<file path="config.mk">
export PLATFORM = sky130hd
export DESIGN_NAME = iob_native_bus_bridge
export DESIGN_NICKNAME = d
export VERILOG_FILES = /design/src/rtl/iob_native_bus_bridge_pkg.sv /design/src/rtl/iob_bus_watchdog.sv /design/src/rtl/iob_native_bus_bridge.sv
export SDC_FILE = /design/constraint.sdc
export NUM_CORES = 1
export LEC_CHECK = 0
export ABC_AREA = 1
export BUFFER_PORTS_ARGS = -buffer_cell sky130_fd_sc_hd__buf_4
export CAP_MARGIN = 30
export CELL_PAD_IN_SITES_DETAIL_PLACEMENT = 1
export CELL_PAD_IN_SITES_GLOBAL_PLACEMENT = 2
export CORE_AREA = 2 2 173 175
export DETAILED_ROUTE_END_ITERATION = 7
export DIE_AREA = 0 0 175 177
export PLACE_DENSITY = 0.93
export SLEW_MARGIN = 20
export SYNTH_ARGS = -nofsm -noshare
export SYNTH_HDL_FRONTEND = slang
export SYNTH_SLANG_ARGS = --single-unit
</file>
<file path="constraint.sdc">
create_clock -name clk_i -period 6.3 [get_ports clk_i]
set_clock_uncertainty 0.15 [all_clocks]
set_input_delay 0.315 -clock clk_i [delete_from_list [all_inputs] [get_ports clk_i]]
set_output_delay 0.315 -clock clk_i [all_outputs]
set_load 0.005 [all_outputs]
</file>
<file path="src/rtl/iob_native_bus_bridge_pkg.sv">
// Shared types for the native-to-IOb bus bridge.
// FSM encoding, error fill bit and channel-select width helper.
package iob_native_bus_bridge_pkg;

  typedef enum logic [1:0] {
    IDLE = 2'd0,
    REQ  = 2'd1,
    WAIT = 2'd2,
    RESP = 2'd3
  } state_t;

  localparam logic ERR_FILL = 1'b1;

  function automatic int sel_width(input int n);
    return (n > 1) ? $clog2(n) : 1;
  endfunction

endpackage

</file>
<file path="src/rtl/iob_bus_watchdog.sv">
// Access watchdog: counts enabled cycles, flags the cycle the
// count would reach all-ones.
module iob_bus_watchdog #(
  parameter int W = 8
) (
  input  logic         clk,
  input  logic         rst,
  input  logic         clr,
  input  logic         en,
  output logic         expire,
  output logic [W-1:0] count
);

  logic [W-1:0] nxt;

  assign nxt    = count + W'(1);
  assign expire = en && (&nxt);

  always_ff @(posedge clk) begin
    if (rst) begin
      count <= '0;
    end else if (clr) begin
      count <= '0;
    end else if (en) begin
      count <= nxt;
    end
  end

endmodule

</file>
<file path="src/rtl/iob_native_bus_bridge.sv">
// Registered native-port to IOb bridge: one ibus, N_DBUS
// address-decoded dbus channels, timeout watchdog with error capture.
module iob_native_bus_bridge
  import iob_native_bus_bridge_pkg::*;
#(
  parameter int ADDR_W     = 32,
  parameter int DATA_W     = 32,
  parameter int N_DBUS     = 2,
  parameter int USE_EXTMEM = 0,
  parameter int TIMEOUT_W  = 8
) (
  input  logic                     clk_i,
  input  logic                     rst_i,
  input  logic                     cke_i,
  input  logic                     boot_i,
  input  logic                     cpu_valid_i,
  input  logic                     cpu_instr_i,
  input  logic [ADDR_W-1:0]        cpu_addr_i,
  input  logic [DATA_W-1:0]        cpu_wdata_i,
  input  logic [DATA_W/8-1:0]      cpu_wstrb_i,
  output logic [DATA_W-1:0]        cpu_rdata_o,
  output logic                     cpu_ready_o,
  output logic                     ibus_iob_valid_o,
  output logic [ADDR_W-1:0]        ibus_iob_addr_o,
  output logic [DATA_W-1:0]        ibus_iob_wdata_o,
  output logic [DATA_W/8-1:0]      ibus_iob_wstrb_o,
  input  logic [DATA_W-1:0]        ibus_iob_rdata_i,
  input  logic                     ibus_iob_rvalid_i,
  input  logic                     ibus_iob_ready_i,
  output logic [N_DBUS-1:0]        dbus_iob_valid_o,
  output logic [ADDR_W-1:0]        dbus_iob_addr_o,
  output logic [DATA_W-1:0]        dbus_iob_wdata_o,
  output logic [DATA_W/8-1:0]      dbus_iob_wstrb_o,
  input  logic [N_DBUS*DATA_W-1:0] dbus_iob_rdata_i,
  input  logic [N_DBUS-1:0]        dbus_iob_rvalid_i,
  input  logic [N_DBUS-1:0]        dbus_iob_ready_i,
  output logic                     err_o,
  output logic [ADDR_W-1:0]        err_addr_o,
  input  logic                     err_clr_i
);

  localparam int SEL_W  = sel_width(N_DBUS);
  localparam int STRB_W = DATA_W / 8;

  state_t              state;
  logic [ADDR_W-1:0]   addr_q;
  logic [DATA_W-1:0]   wdata_q;
  logic [STRB_W-1:0]   wstrb_q;
  logic                instr_q;
  logic [SEL_W-1:0]    sel_q;
  logic [SEL_W-1:0]    sel_d;
  logic                t_ready;
  logic                t_rvalid;
  logic [DATA_W-1:0]   t_rdata;
  logic                wr;
  logic                done;
  logic                abort;
  logic                wd_clr;
  logic                wd_en;
  logic                wd_exp;
  logic [TIMEOUT_W-1:0] wd_cnt;

  if (N_DBUS > 1) begin : g_sel
    assign sel_d = cpu_addr_i[ADDR_W-1 -: SEL_W];
  end else begin : g_sel1
    assign sel_d = '0;
  end

  if (USE_EXTMEM != 0) begin : g_ext
    assign ibus_iob_addr_o = {~boot_i, addr_q[ADDR_W-2:0]};
  end else begin : g_noext
    logic unused_boot;
    assign unused_boot     = boot_i;
    assign ibus_iob_addr_o = addr_q;
  end

  assign ibus_iob_wdata_o = '0;
  assign ibus_iob_wstrb_o = '0;
  assign dbus_iob_addr_o  = addr_q;
  assign dbus_iob_wdata_o = wdata_q;
  assign dbus_iob_wstrb_o = wstrb_q;

  // Only the captured target's response is ever looked at.
  always_comb begin
    t_ready  = ibus_iob_ready_i;
    t_rvalid = ibus_iob_rvalid_i;
    t_rdata  = ibus_iob_rdata_i;
    if (!instr_q) begin
      t_ready  = 1'b0;
      t_rvalid = 1'b0;
      t_rdata  = '0;
      for (int k = 0; k < N_DBUS; k++) begin
        if (sel_q == SEL_W'(k)) begin
          t_ready  = dbus_iob_ready_i[k];
          t_rvalid = dbus_iob_rvalid_i[k];
          t_rdata  = dbus_iob_rdata_i[k*DATA_W +: DATA_W];
        end
      end
    end
  end

  assign wr   = |wstrb_q;
  assign done = (state == REQ && t_ready && (wr || t_rvalid))
             || (state == WAIT && t_rvalid);
  // A completion in the expiring cycle wins over the abort.
  assign abort  = wd_exp && !done;
  assign wd_clr = cke_i && (state == IDLE) && cpu_valid_i;
  assign wd_en  = cke_i && (state == REQ || state == WAIT);

  iob_bus_watchdog #(
    .W(TIMEOUT_W)
  ) u_wd (
    .clk    (clk_i),
    .rst    (rst_i),
    .clr    (wd_clr),
    .en     (wd_en),
    .expire (wd_exp),
    .count  (wd_cnt)
  );

  always_ff @(posedge clk_i) begin
    if (rst_i) begin
      state            <= IDLE;
      addr_q           <= '0;
      wdata_q          <= '0;
      wstrb_q          <= '0;
      instr_q          <= 1'b0;
      sel_q            <= '0;
      cpu_rdata_o      <= '0;
      cpu_ready_o      <= 1'b0;
      ibus_iob_valid_o <= 1'b0;
      dbus_iob_valid_o <= '0;
    end else if (cke_i) begin
      cpu_ready_o <= 1'b0;
      unique case (state)
        IDLE: begin
          if (cpu_valid_i) begin
            addr_q  <= cpu_addr_i;
            wdata_q <= cpu_wdata_i;
            wstrb_q <= cpu_wstrb_i;
            instr_q <= cpu_instr_i;
            sel_q   <= sel_d;
            state   <= REQ;
            if (cpu_instr_i) ibus_iob_valid_o <= 1'b1;
            else dbus_iob_valid_o <= N_DBUS'(1) << sel_d;
          end
        end
        REQ: begin
          if (done) begin
            cpu_rdata_o      <= wr ? '0 : t_rdata;
            cpu_ready_o      <= 1'b1;
            ibus_iob_valid_o <= 1'b0;
            dbus_iob_valid_o <= '0;
            state            <= RESP;
          end else if (abort) begin
            cpu_rdata_o      <= {DATA_W{ERR_FILL}};
            cpu_ready_o      <= 1'b1;
            ibus_iob_valid_o <= 1'b0;
            dbus_iob_valid_o <= '0;
            state            <= RESP;
          end else if (t_ready) begin
            ibus_iob_valid_o <= 1'b0;
            dbus_iob_valid_o <= '0;
            state            <= WAIT;
          end
        end
        WAIT: begin
          if (done) begin
            cpu_rdata_o <= t_rdata;
            cpu_ready_o <= 1'b1;
            state       <= RESP;
          end else if (abort) begin
            cpu_rdata_o <= {DATA_W{ERR_FILL}};
            cpu_ready_o <= 1'b1;
            state       <= RESP;
          end
        end
        RESP: begin
          state <= IDLE;
        end
        default: state <= IDLE;
      endcase
    end
  end

  always_ff @(posedge clk_i) begin
    if (rst_i) begin
      err_o      <= 1'b0;
      err_addr_o <= '0;
    end else if (cke_i) begin
      if (err_clr_i) begin
        err_o      <= 1'b0;
        err_addr_o <= '0;
      end else if (abort) begin
        err_o <= 1'b1;
        if (!err_o) err_addr_o <= addr_q;
      end
    end
  end

endmodule

</file>
==> run_results.csv, run 1 <==
group,metric,value,unit
status,outcome,"finished clean",
placement,gp_congestion,0.8034,
synthesis,syn_avg_cell_area,7.042,µm²
synthesis,synthTopCellsByArea,"dfxtp_1, o21ai_0, nand2_1, a21oi_1, nor2_1",
route,via_count,7508,
sta,finalCriticalPeriod,3.178,ns
critical_path,r2r_start,"state[0]$_SDFFE_PP0P_",
floorplanning,dieArea,30980,µm²
floorplanning,core_area,29240,µm²
critical_path,path_class,"flip-flop to flip-flop",
sta,hold_viol_final,0,
clock_tree,numCtsBuffers,17,
critical_path,timing.rr.end,"err_addr_o[17]$_SDFFE_PP0P_",
critical_path,cp_data_arrival_time,3.38,ns
layout,seqCellArea,2963,µm²
sta,worst_slew_pin_slew,0.7943,ns
global_routing,grt_start_max_net_pins,62,
sta,relSlewSlack,46.97,%
synthesis,postSynth.asyncResetShare,0,%
floorplanning,ios,382,
route,wl,26.38,mm
floorplanning,rows,63,
critical_path,reg2reg_depth,12,
route,wl_per_cell,15.60,µm
route,dr.first_iter.drc_count,236,
power,leakage,4.679,nW
layout,area_delta_synth_final,49.56,%
synthesis,synth_area_leader_cell,"dfxtp_1",
sta,rsz0062_at_grt,"no",
synthesis,synth_common_cells,"nand2_1, nor2_1, dfxtp_1, o21ai_0, a21oi_1",
clock_tree,clk_pin_slew,0.08,ns
route,drtPass1Iterations,4,
synthesis,syn_area,6902,µm²
layout,finalNetCount,1469,
power,peakVddDrop,0.0001542,V
global_routing,grt_use_total,16.59,%
route,drc,0,
layout,multiInputGateArea,3073,µm²
clock_tree,clkSinkCount,148,
critical_path,cp-end-kind,"flip-flop",
synthesis,synth_flop_cell,"dfxtp_1",
critical_path,path_max_fanout,43,
hold_path,min_from,"cpu_addr_i[20]",
power,finalPower,2.528,mW
synthesis,synth_edf_count,0,
synthesis,yosysSeqAreaShare,42.93,%
synthesis,yosysMostFrequentCell,"nand2_1",
clock_tree,worstSkewPairLatency,0.43,ns
synthesis,netlist_instances,980,
clock_tree,root_buffer,"clkbuf_16",
floorplanning,die_y,177,µm
synthesis,synth_cell_types,25,
critical_path,startpoint_type,"flip-flop",
sta,fmax,314.7,MHz
synthesis,synth-seq-cells,148,
sta,slew_viol_final,0,
hold_path,hold_end,"dbus_iob_addr_o[20]$_SDFFE_PP0P_",
clock_tree,cts_max_path_buffers,2,
clock_tree,cts_tree,"yes",
layout,drive_gt1_share,30.69,%
flow_run,maxCapViolations,0,
route,ant_nets,0,
power,pwr_density_cell,244.9,nW/µm²
clock_tree,htreeDepth,4,
sta,worst_hold_slack,0.02480,ns
placement,place_hpwl,18.62,mm
placement,io_buffers,344,
floorplanning,initial_core_util,23.60,%
layout,fillers,3641,
global_routing,first_global_vias,7659,
clock_tree,cts_resized,0,
critical_path,required,6.50,ns
global_routing,antenna_found_initial,1,
critical_path,regToRegSetupSlack,3.12,ns
hold_path,whs_path_depth,3,
synthesis,synth_top_area_share,42.93,%
sta,setup_viol,0,
synthesis,yosysWarnings,0,
hold_path,hold_class,"input port to flip-flop",
floorplanning,die_w,175,µm
sta,fin_crit_sh,50.44,%
global_routing,grt-ovfl-total,0,
sta,tns,0,ns
route,viasPerCell,4.440,
global_routing,grt_first_pass_wirelength,41.02,mm
## through the flow
| step | cells | area [µm²] | utilization (%) | worst slack, ns |
|---|---|---|---|---|
| floorplan | 1015 | 7033 | - | 4.251 |
| global placement | 1623 | 9376 | 32.06 | 2.971 |
| detailed placement | 1624 | 9392 | 32.11 | 3.090 |
| CTS | 1690 | 10320 | 35.29 | 3.057 |
| global route | 1690 | 10320 | 35.29 | 2.703 |
| finish | 1691 | 10320 | 35.30 | 3.122 |
## cells in the final DEF (no fill, tap or decap), drive strengths merged, types with 5 or more instances in the layout
cell type    count
clkinv           5
o21ai          137
a21oi          112
a31oi           32
dlygate4sd3     34
conb            36
inv             63
clkbuf          17
buf            353
nor2           149
dfxtp          148
ha               5
nand3           15
nand2          174
## layer usage
| metal | vias to the layer above | track usage, % | wire length, µm |
|---|---|---|---|
| met4 | 0 | 4.618 | 491 |
| met2 | 246 | 30.71 | 13560 |
| met1 | 3525 | 18.43 | 10630 |
| li1 | 3708 | - | - |
| met5 | - | 0 | 0 |
| met3 | 29 | 4.790 | 1692 |
## repair_timing
item,in CTS,in global routing
hold buffers,34,0
buffers inserted,0,0
endpoints found under the hold margin,34,0
## flip-flops by register name, indices dropped and copies added (netlist names)
| signal | cells |
|---|---|
| u_wd.count | 8 |
| err_o | 1 |
| cpu_rdata_o | 32 |
| dbus_iob_wstrb_o | 4 |
| ibus_iob_valid_o | 1 |
| state | 2 |
| cpu_ready_o | 1 |
| err_addr_o | 32 |
| instr_q | 1 |
| dbus_iob_wdata_o | 32 |
| dbus_iob_valid_o | 2 |
| dbus_iob_addr_o | 32 |
## worst max-delay path, cell delays in order (launching register included)
cell	delay (ns)
dfxtp_1	0.38
inv_1	0.09
ha_1	0.31
nand2_2	0.12
inv_2	0.59
nand2_1	0.11
nor2_1	0.19
nand3_2	0.16
nor2_1	0.12
nand3_1	0.11
inv_2	0.45
nand2_1	0.13
a21oi_1	0.17
## worst max-delay path by stage
stage          slack (ns)             startpoint                          end  cells past startpoint
6_report             3.12  state[0]$_SDFFE_PP0P_  err_addr_o[17]$_SDFFE_PP0P_                     12
5_1_grt              2.70   instr_q$_SDFFE_PP0P_  err_addr_o[23]$_SDFFE_PP0P_                     12
4_1_cts              3.06  state[0]$_SDFFE_PP0P_  err_addr_o[17]$_SDFFE_PP0P_                     12
3_5_place_dp         3.09   instr_q$_SDFFE_PP0P_  err_addr_o[17]$_SDFFE_PP0P_                     12
3_3_place_gp         2.97   instr_q$_SDFFE_PP0P_  cpu_rdata_o[8]$_SDFFE_PP0P_                     10
2_1_floorplan        4.25  state[0]$_SDFFE_PP0P_  err_addr_o[10]$_SDFFE_PP0P_                     12
## final cells by class
cell class | instances | area share, %
multi-input cells | 677 | 29.77
repair buffers | 387 | 29.04
flip-flops and latches | 148 | 28.70
well taps | 390 | 4.727
clock buffers | 17 | 4.121
inverters | 56 | 2.036
clock inverters | 15 | 1.576
diodes | 1 | 0.02424
## cell families after synthesis
family	Yosys count	share of synthesized area, %
AND/OR/NAND/NOR	346	19.60
AO/OA/AOI/OAI	288	21.72
flip-flops	148	42.93
buffers and inverters	190	14.54
adder cells (fa/ha/maj)	5	0.9065
XOR/XNOR	2	0.2539
other	1	0.05434
## report_power, final
part | internal, mW | switching [mW] | total [mW] | leakage (nW)
Clock | 0.532 | 0.493 | 1.03 | 0.279
Combinational | 0.232 | 0.253 | 0.485 | 3.19
Sequential | 0.984 | 0.0337 | 1.02 | 1.21
Total | 1.75 | 0.779 | 2.53 | 4.68
Power figures use the tool's default switching activity.
==> inputs of run 2 (changes only) <==
- CORE_AREA: 2 2 173 175 -> 2 2 181 183
- DIE_AREA: 0 0 175 177 -> 0 0 183 185
- PLACE_DENSITY: 0.93 -> 0.87
- clock period: 6.3 -> 3.1 ns (I/O delays scaled with it)
==> run 2 against run 1 <==
Against the previous run: sequential cell count is the same; worst hold slack lost 0.0026 ns; cell count grew 4.1%; first-iteration DRC count shrank 5.9%; largest cell class is now non-clock buffers.
==> run_results.csv, run 2 (synthesis gave the netlist of run 1 again) <==
group,metric,value,unit
layout,final_common_cell,"buf_4",
power,leakage,4.908,nW
placement,gp_congestion,0.7613,
critical_path,crit_path_cell_trace,"inv_1 -> ha_1 -> nand2_2 -> inv_2 -> nand2_1 -> nor2_1 -> nand3_2 -> nor2_1 -> nand3_1 -> inv_2 -> nand2_1 -> a21oi_1",
hold_path,whs_path_depth,5,
power,peakVddDrop,0.0003874,V
placement,io_buffers,344,
layout,layoutNonFillerInstCount,1761,
layout,drive_gt1_share,29.96,%
route,ant_nets,0,
layout,area_delta_synth_final,57.40,%
sta,hold_viol_final,0,
sta,tns,0,ns
critical_path,r2r_start,"state[0]$_SDFFE_PP0P_",
sta,finalCriticalPeriod,2.585,ns
hold_path,hold_end,"cpu_rdata_o[17]$_SDFFE_PP0P_",
sta,slew_viol_final,0,
global_routing,antenna_found_initial,1,
power,finalPower,5.281,mW
critical_path,timing.rr.end,"err_addr_o[12]$_SDFFE_PP0P_",
critical_path,path_max_fanout,32,
clock_tree,cts.hold.buffers_added,80,
placement,place_ws,0.4883,ns
sta,relSlewSlack,54.75,%
critical_path,path_class,"flip-flop to flip-flop",
route,drc,0,
clock_tree,worstSkewPairLatency,0.43,ns
clock_tree,cts_tree,"yes",
route,drtPass1Iterations,4,
sta,rsz0062_at_grt,"no",
sta,worst_slew_pin_slew,0.6780,ns
floorplanning,ios,382,
critical_path,path_delay_family,"simple AND/OR/NAND/NOR gates",
critical_path,crit_slowest_cell,"inv_2",
floorplanning,dieArea,33860,µm²
critical_path,cp-end-kind,"flip-flop",
layout,finalNetCount,1521,
clock_tree,htreeDepth,4,
floorplanning,die_w,183,µm
route,via_count,7715,
sta,setup_viol,0,
critical_path,regToRegSetupSlack,0.51,ns
floorplanning,core_area,32040,µm²
layout,post-route-util,33.90,%
clock_tree,clk_pin_slew,0.07,ns
flow_run,maxCapViolations,0,
critical_path,cp.buffers_inverters,3,
clock_tree,cts_setup_buffers,0,
global_routing,grt_start_max_net_pins,86,
placement,dp.cells,1648,
status,outcome,"finished clean",
critical_path,required,3.31,ns
hold_path,hold_class,"input port to flip-flop",
floorplanning,initial_core_util,21.54,%
placement,place_hpwl,18.91,mm
route,dr.first_iter.drc_count,222,
route,wl_per_cell,15.52,µm
clock_tree,clkSinkCount,148,
clock_tree,cts_max_path_buffers,2,
global_routing,first_global_vias,7984,
global_routing,grt-ovfl-total,0,
critical_path,cpPeakStageDelay,0.48,ns
sta,fin_crit_sh,83.40,%
sta,worst_hold_slack,0.02215,ns
critical_path,startpoint_type,"flip-flop",
clock_tree,numCtsBuffers,17,
floorplanning,die_y,185,µm
global_routing,grt_first_pass_wirelength,42.38,mm
sta,worst_slack,0.5145,ns
placement,place_area,9464,µm²
layout,fillers,3932,
hold_path,min_from,"ibus_iob_rdata_i[17]",
sta,fmax,386.8,MHz
critical_path,cp_data_arrival_time,2.79,ns
layout,final_cell_mix,"buf_4, nand2_1, nor2_1",
route,viasPerCell,4.381,
power,pwr_density_cell,486.2,nW/µm²
clock_tree,cts_resized,0,
route,wl,27.34,mm
critical_path,reg2reg_depth,12,
floorplanning,rows,66,
global_routing,grt_use_total,15.85,%
layout,design_area,10860,µm²
clock_tree,root_buffer,"clkbuf_16",
run 2: cell count changes in the layout (fill, tap and decap cells not counted), moves of 2 or more:
cell           previous run  this run
inv_8                     5         3
bufinv_16                 0         2
dlygate4sd3_1            34        80
clkinvlp_4                3         5
buf_4                   352       358
clkinv_8                  3         0
run 2: power breakdown:
group          internal (mW)  switching [mW]
logic                  0.525           0.529
registers               2.00          0.0704
clock network           1.21           0.944
total                   3.74            1.54
run 2: metal layers:
metal	GRT usage [%]	share of wire (%)	up-vias
met3	4.817	6.7	38
met5	0	0.022	-
met2	29.12	51	242
met4	5.120	2.1	2
met1	17.38	40	3627
li1	-	-	3806
run 2: final cells by class:
| type | instances | area (µm²) | area share, % |
|---|---|---|---|
| well taps | 408 | 510.5 | 4.699 |
| inverters | 56 | 210.2 | 1.935 |
| clock buffers | 18 | 429.2 | 3.951 |
| flip-flops and latches | 148 | 2963 | 27.27 |
| clock inverters | 14 | 166.4 | 1.532 |
| diodes | 1 | 2.502 | 0.02304 |
| repair buffers | 439 | 3508 | 32.30 |
| multi-input cells | 677 | 3073 | 28.29 |
run 2: worst max path at each step:
stage,cells past startpoint,slack (ns),start,end
finish,12,0.51,state[0]$_SDFFE_PP0P_,err_addr_o[12]$_SDFFE_PP0P_
global route,9,0.19,dbus_iob_wstrb_o[0]$_SDFFE_PP0P_,cpu_rdata_o[5]$_SDFFE_PP0P_
CTS,12,0.44,state[0]$_SDFFE_PP0P_,err_addr_o[12]$_SDFFE_PP0P_
detailed placement,12,0.49,state[0]$_SDFFE_PP0P_,err_addr_o[12]$_SDFFE_PP0P_
global placement,12,0.59,state[0]$_SDFFE_PP0P_,err_addr_o[12]$_SDFFE_PP0P_
floorplan,12,1.05,state[0]$_SDFFE_PP0P_,err_addr_o[10]$_SDFFE_PP0P_
run 2: tightest hold or removal path, stage by stage:
cell and delay [ns]:
buf_4 0.07, o21ai_0 0.06, a31oi_1 0.12, o21ai_0 0.08, nor2_1 0.08
==> inputs of run 3 (changes only) <==
- ABC_AREA: 1 -> 0
- CORE_AREA: 2 2 181 183 -> 2 2 174 176
- DIE_AREA: 0 0 183 185 -> 0 0 176 178
- PLACE_DENSITY: 0.87 -> 0.88
- clock period: 3.1 -> 2.43 ns (I/O delays scaled with it)
==> run 3 against run 2 <==
Against the previous run: design area up 6.6%; combinational power up 20%; worst setup slack worse by 0.51 ns; die area shrank 7.5%; synthesized cell count is 18% lower; non-clock buffer count rose by 53; global-route usage up 0.83 points; critical path type unchanged; critical endpoint is now err_addr_o[13]$_SDFFE_PP0P_; largest cell class unchanged.
==> run_results.csv, run 3 <==
group,metric,value,unit
status,outcome,"finished clean",
clock_tree,cts_max_path_buffers,2,
critical_path,path_class,"flip-flop to flip-flop",
floorplanning,die_y,178,µm
global_routing,grt_start_max_net_pins,54,
power,p_clk_share,41.9,%
synthesis,synth_top_family_by_area,"compound AO/OA/AOI/OAI gates",
global_routing,grt_use_total,16.67,%
floorplanning,rows,63,
sta,setup_viol,0,
sta,relSlewSlack,58.18,%
sta,rsz0062_at_grt,"yes",
synthesis,syn_area,6721,µm²
power,pwr-share-seq,39.1,%
synthesis,netlist_instances,808,
synthesis,synthTopCellsByArea,"dfxtp_1, nand2_1, buf_4, a21oi_1, mux2i_1",
route,ant_nets,0,
route,viasPerCell,4.486,
floorplanning,die_w,176,µm
power,comb_power_share,19.0,%
synthesis,synth_cell_types,49,
layout,final_cell_mix,"buf_4, nand2_1, dfxtp_1",
critical_path,required,2.60,ns
power,pwr_density_cell,572.4,nW/µm²
global_routing,grt_first_pass_wirelength,41.06,mm
clock_tree,numCtsBuffers,17,
synthesis,yosysSeqAreaShare,44.08,%
global_routing,first_global_vias,7505,
synthesis,synth_top_area_share,44.08,%
layout,area_delta_synth_final,72.25,%
placement,gp_congestion,0.7895,
sta,finalCriticalPeriod,2.421,ns
synthesis,synth_common_cells,"nand2_1, dfxtp_1, a21oi_1, buf_4, clkbuf_1",
floorplanning,initial_core_util,22.86,%
synthesis,synth-seq-cells,148,
route,wl_per_cell,17.06,µm
clock_tree,htreeDepth,4,
synthesis,yosysWarnings,0,
clock_tree,cts_tree,"yes",
placement,io_buffers,344,
route,drc,0,
clock_tree,root_buffer,"clkbuf_16",
critical_path,startpoint_type,"flip-flop",
route,dr.first_iter.drc_count,180,
route,via_count,7325,
floorplanning,dieArea,31330,µm²
synthesis,yosys.area_share.adder,0.9308,%
power,swShare,28.52,%
sta,slew_viol_final,0,
synthesis,synth_area_leader_cell,"dfxtp_1",
hold_path,hold_class,"input port to flip-flop",
global_routing,antenna_found_initial,0,
clock_tree,clkSinkCount,148,
synthesis,yosysMostFrequentCell,"nand2_1",
sta,hold_viol_final,0,
route,wl,27.86,mm
synthesis,synth_edf_count,0,
synthesis,synth_mux_area_share,5.212,%
clock_tree,clk_pin_slew,0.07,ns
sta,worst_hold_slack,0.02431,ns
layout,drive_gt1_share,39.00,%
flow_run,maxCapViolations,0,
synthesis,synth_xor_xnor_area_share,0.9121,%
power,leakage,4.964,nW
synthesis,synth_flop_cell,"dfxtp_1",
route,drtPass1Iterations,4,
sta,fin_crit_sh,99.64,%
floorplanning,core_area,29400,µm²
sta,worst_slew_pin_slew,0.6274,ns
synthesis,syn_avg_cell_area,8.319,µm²
synthesis,postSynth.asyncResetShare,0,%
critical_path,path_max_fanout,16,
clock_tree,worstSkewPairLatency,0.42,ns
sta,fmax,413.0,MHz
floorplanning,ios,382,
synthesis,yosys.area_share.simple,14.76,%
power,peakVddDrop,0.0003778,V
placement,place_hpwl,18.50,mm
synthesis,synth_compound_area_share,20.38,%
layout,final_common_cell,"buf_4",
power,p_int,4.737,mW
sta,tns,0,ns
layout,finalNetCount,1410,
critical_path,cp_data_arrival_time,2.59,ns
critical_path,cp-end-kind,"flip-flop",
power,p_switching,1.890,mW
global_routing,grt-ovfl-total,0,
## run 3: metrics by stage
stage	setup slack [ns]	total power, mW	utilization [%]	area (µm²)	std cells
after global placement	0.01111	3.687	32.59	9582	1490
after floorplan	0.004714	3.179	-	6902	843
after detailed placement	-0.09694	3.709	32.59	9582	1490
final	0.008758	6.627	39.38	11580	1633
after global routing	-0.1241	6.975	39.36	11570	1631
after CTS	0.01029	6.687	38.31	11260	1624
## run 3: final timing paths
check	from	to	slack (ns)	cells past startpoint
max	state[0]$_SDFFE_PP0P_	err_addr_o[13]$_SDFFE_PP0P_	0.009	10
min	ibus_iob_rdata_i[18]	cpu_rdata_o[18]$_SDFFE_PP0P_	0.02	5
min reg2reg	dbus_iob_wdata_o[18]$_SDFFE_PP0P_	dbus_iob_wdata_o[18]$_SDFFE_PP0P_	0.31	2
max reg2reg	state[0]$_SDFFE_PP0P_	err_addr_o[13]$_SDFFE_PP0P_	0.009	10
## run 3: repair_timing
action,in CTS,in global routing
cloned,0,4
hold buffers,102,0
resized for setup,13,34
setup buffers,0,3
setup endpoints to repair,63,64
endpoints found under the hold margin,103,0
pin swaps,3,13
## run 3: layout make-up
type | instances | area (µm²)
fillers | 3456 | 17820
multi-input cells | 527 | 3269
repair buffers | 492 | 4075
clock inverters | 15 | 182.7
inverters | 42 | 157.7
flip-flops and latches | 148 | 2974
clock buffers | 17 | 425.4
well taps | 390 | 488.0
diodes | 2 | 5.005
## run 3: kinds of logic after synthesis
kind of cell    after synthesis
other cells                   1
compound gates              205
mux                          35
xor+xnor                      7
fa+ha+maj                     5
buf+inv                     168
flops                       148
simple gates                239
## run 3: per-layer routing
layer / wire [µm] / track usage (%) / vias up
met5: 0 / 0 / -
met4: 836 / 7.025 / 0
met3: 1489 / 4.540 / 53
met2: 14310 / 29.79 / 245
met1: 11220 / 18.69 / 3525
li1: - / - / 3502
## run 3: critical path: stages, from the launching register on
cell       delay [ns]
dfxtp_2          0.36
inv_2            0.05
ha_4             0.27
and2_4           0.14
nand4_1          0.11
a221o_1          0.36
nor4_4           0.19
buf_4            0.17
a211oi_4         0.05
clkbuf_16        0.22
a22o_1           0.24
## run 3: power by group through the flow
| stage | combinational [mW] | clock [mW] | sequential, mW |
|---|---|---|---|
| floorplan | 0.543 | 0 | 2.64 |
| global route | 1.38 | 2.99 | 2.60 |
| global placement | 1.05 | 0 | 2.64 |
| CTS | 1.21 | 2.88 | 2.59 |
| detailed placement | 1.06 | 0 | 2.65 |
| finish | 1.26 | 2.77 | 2.59 |
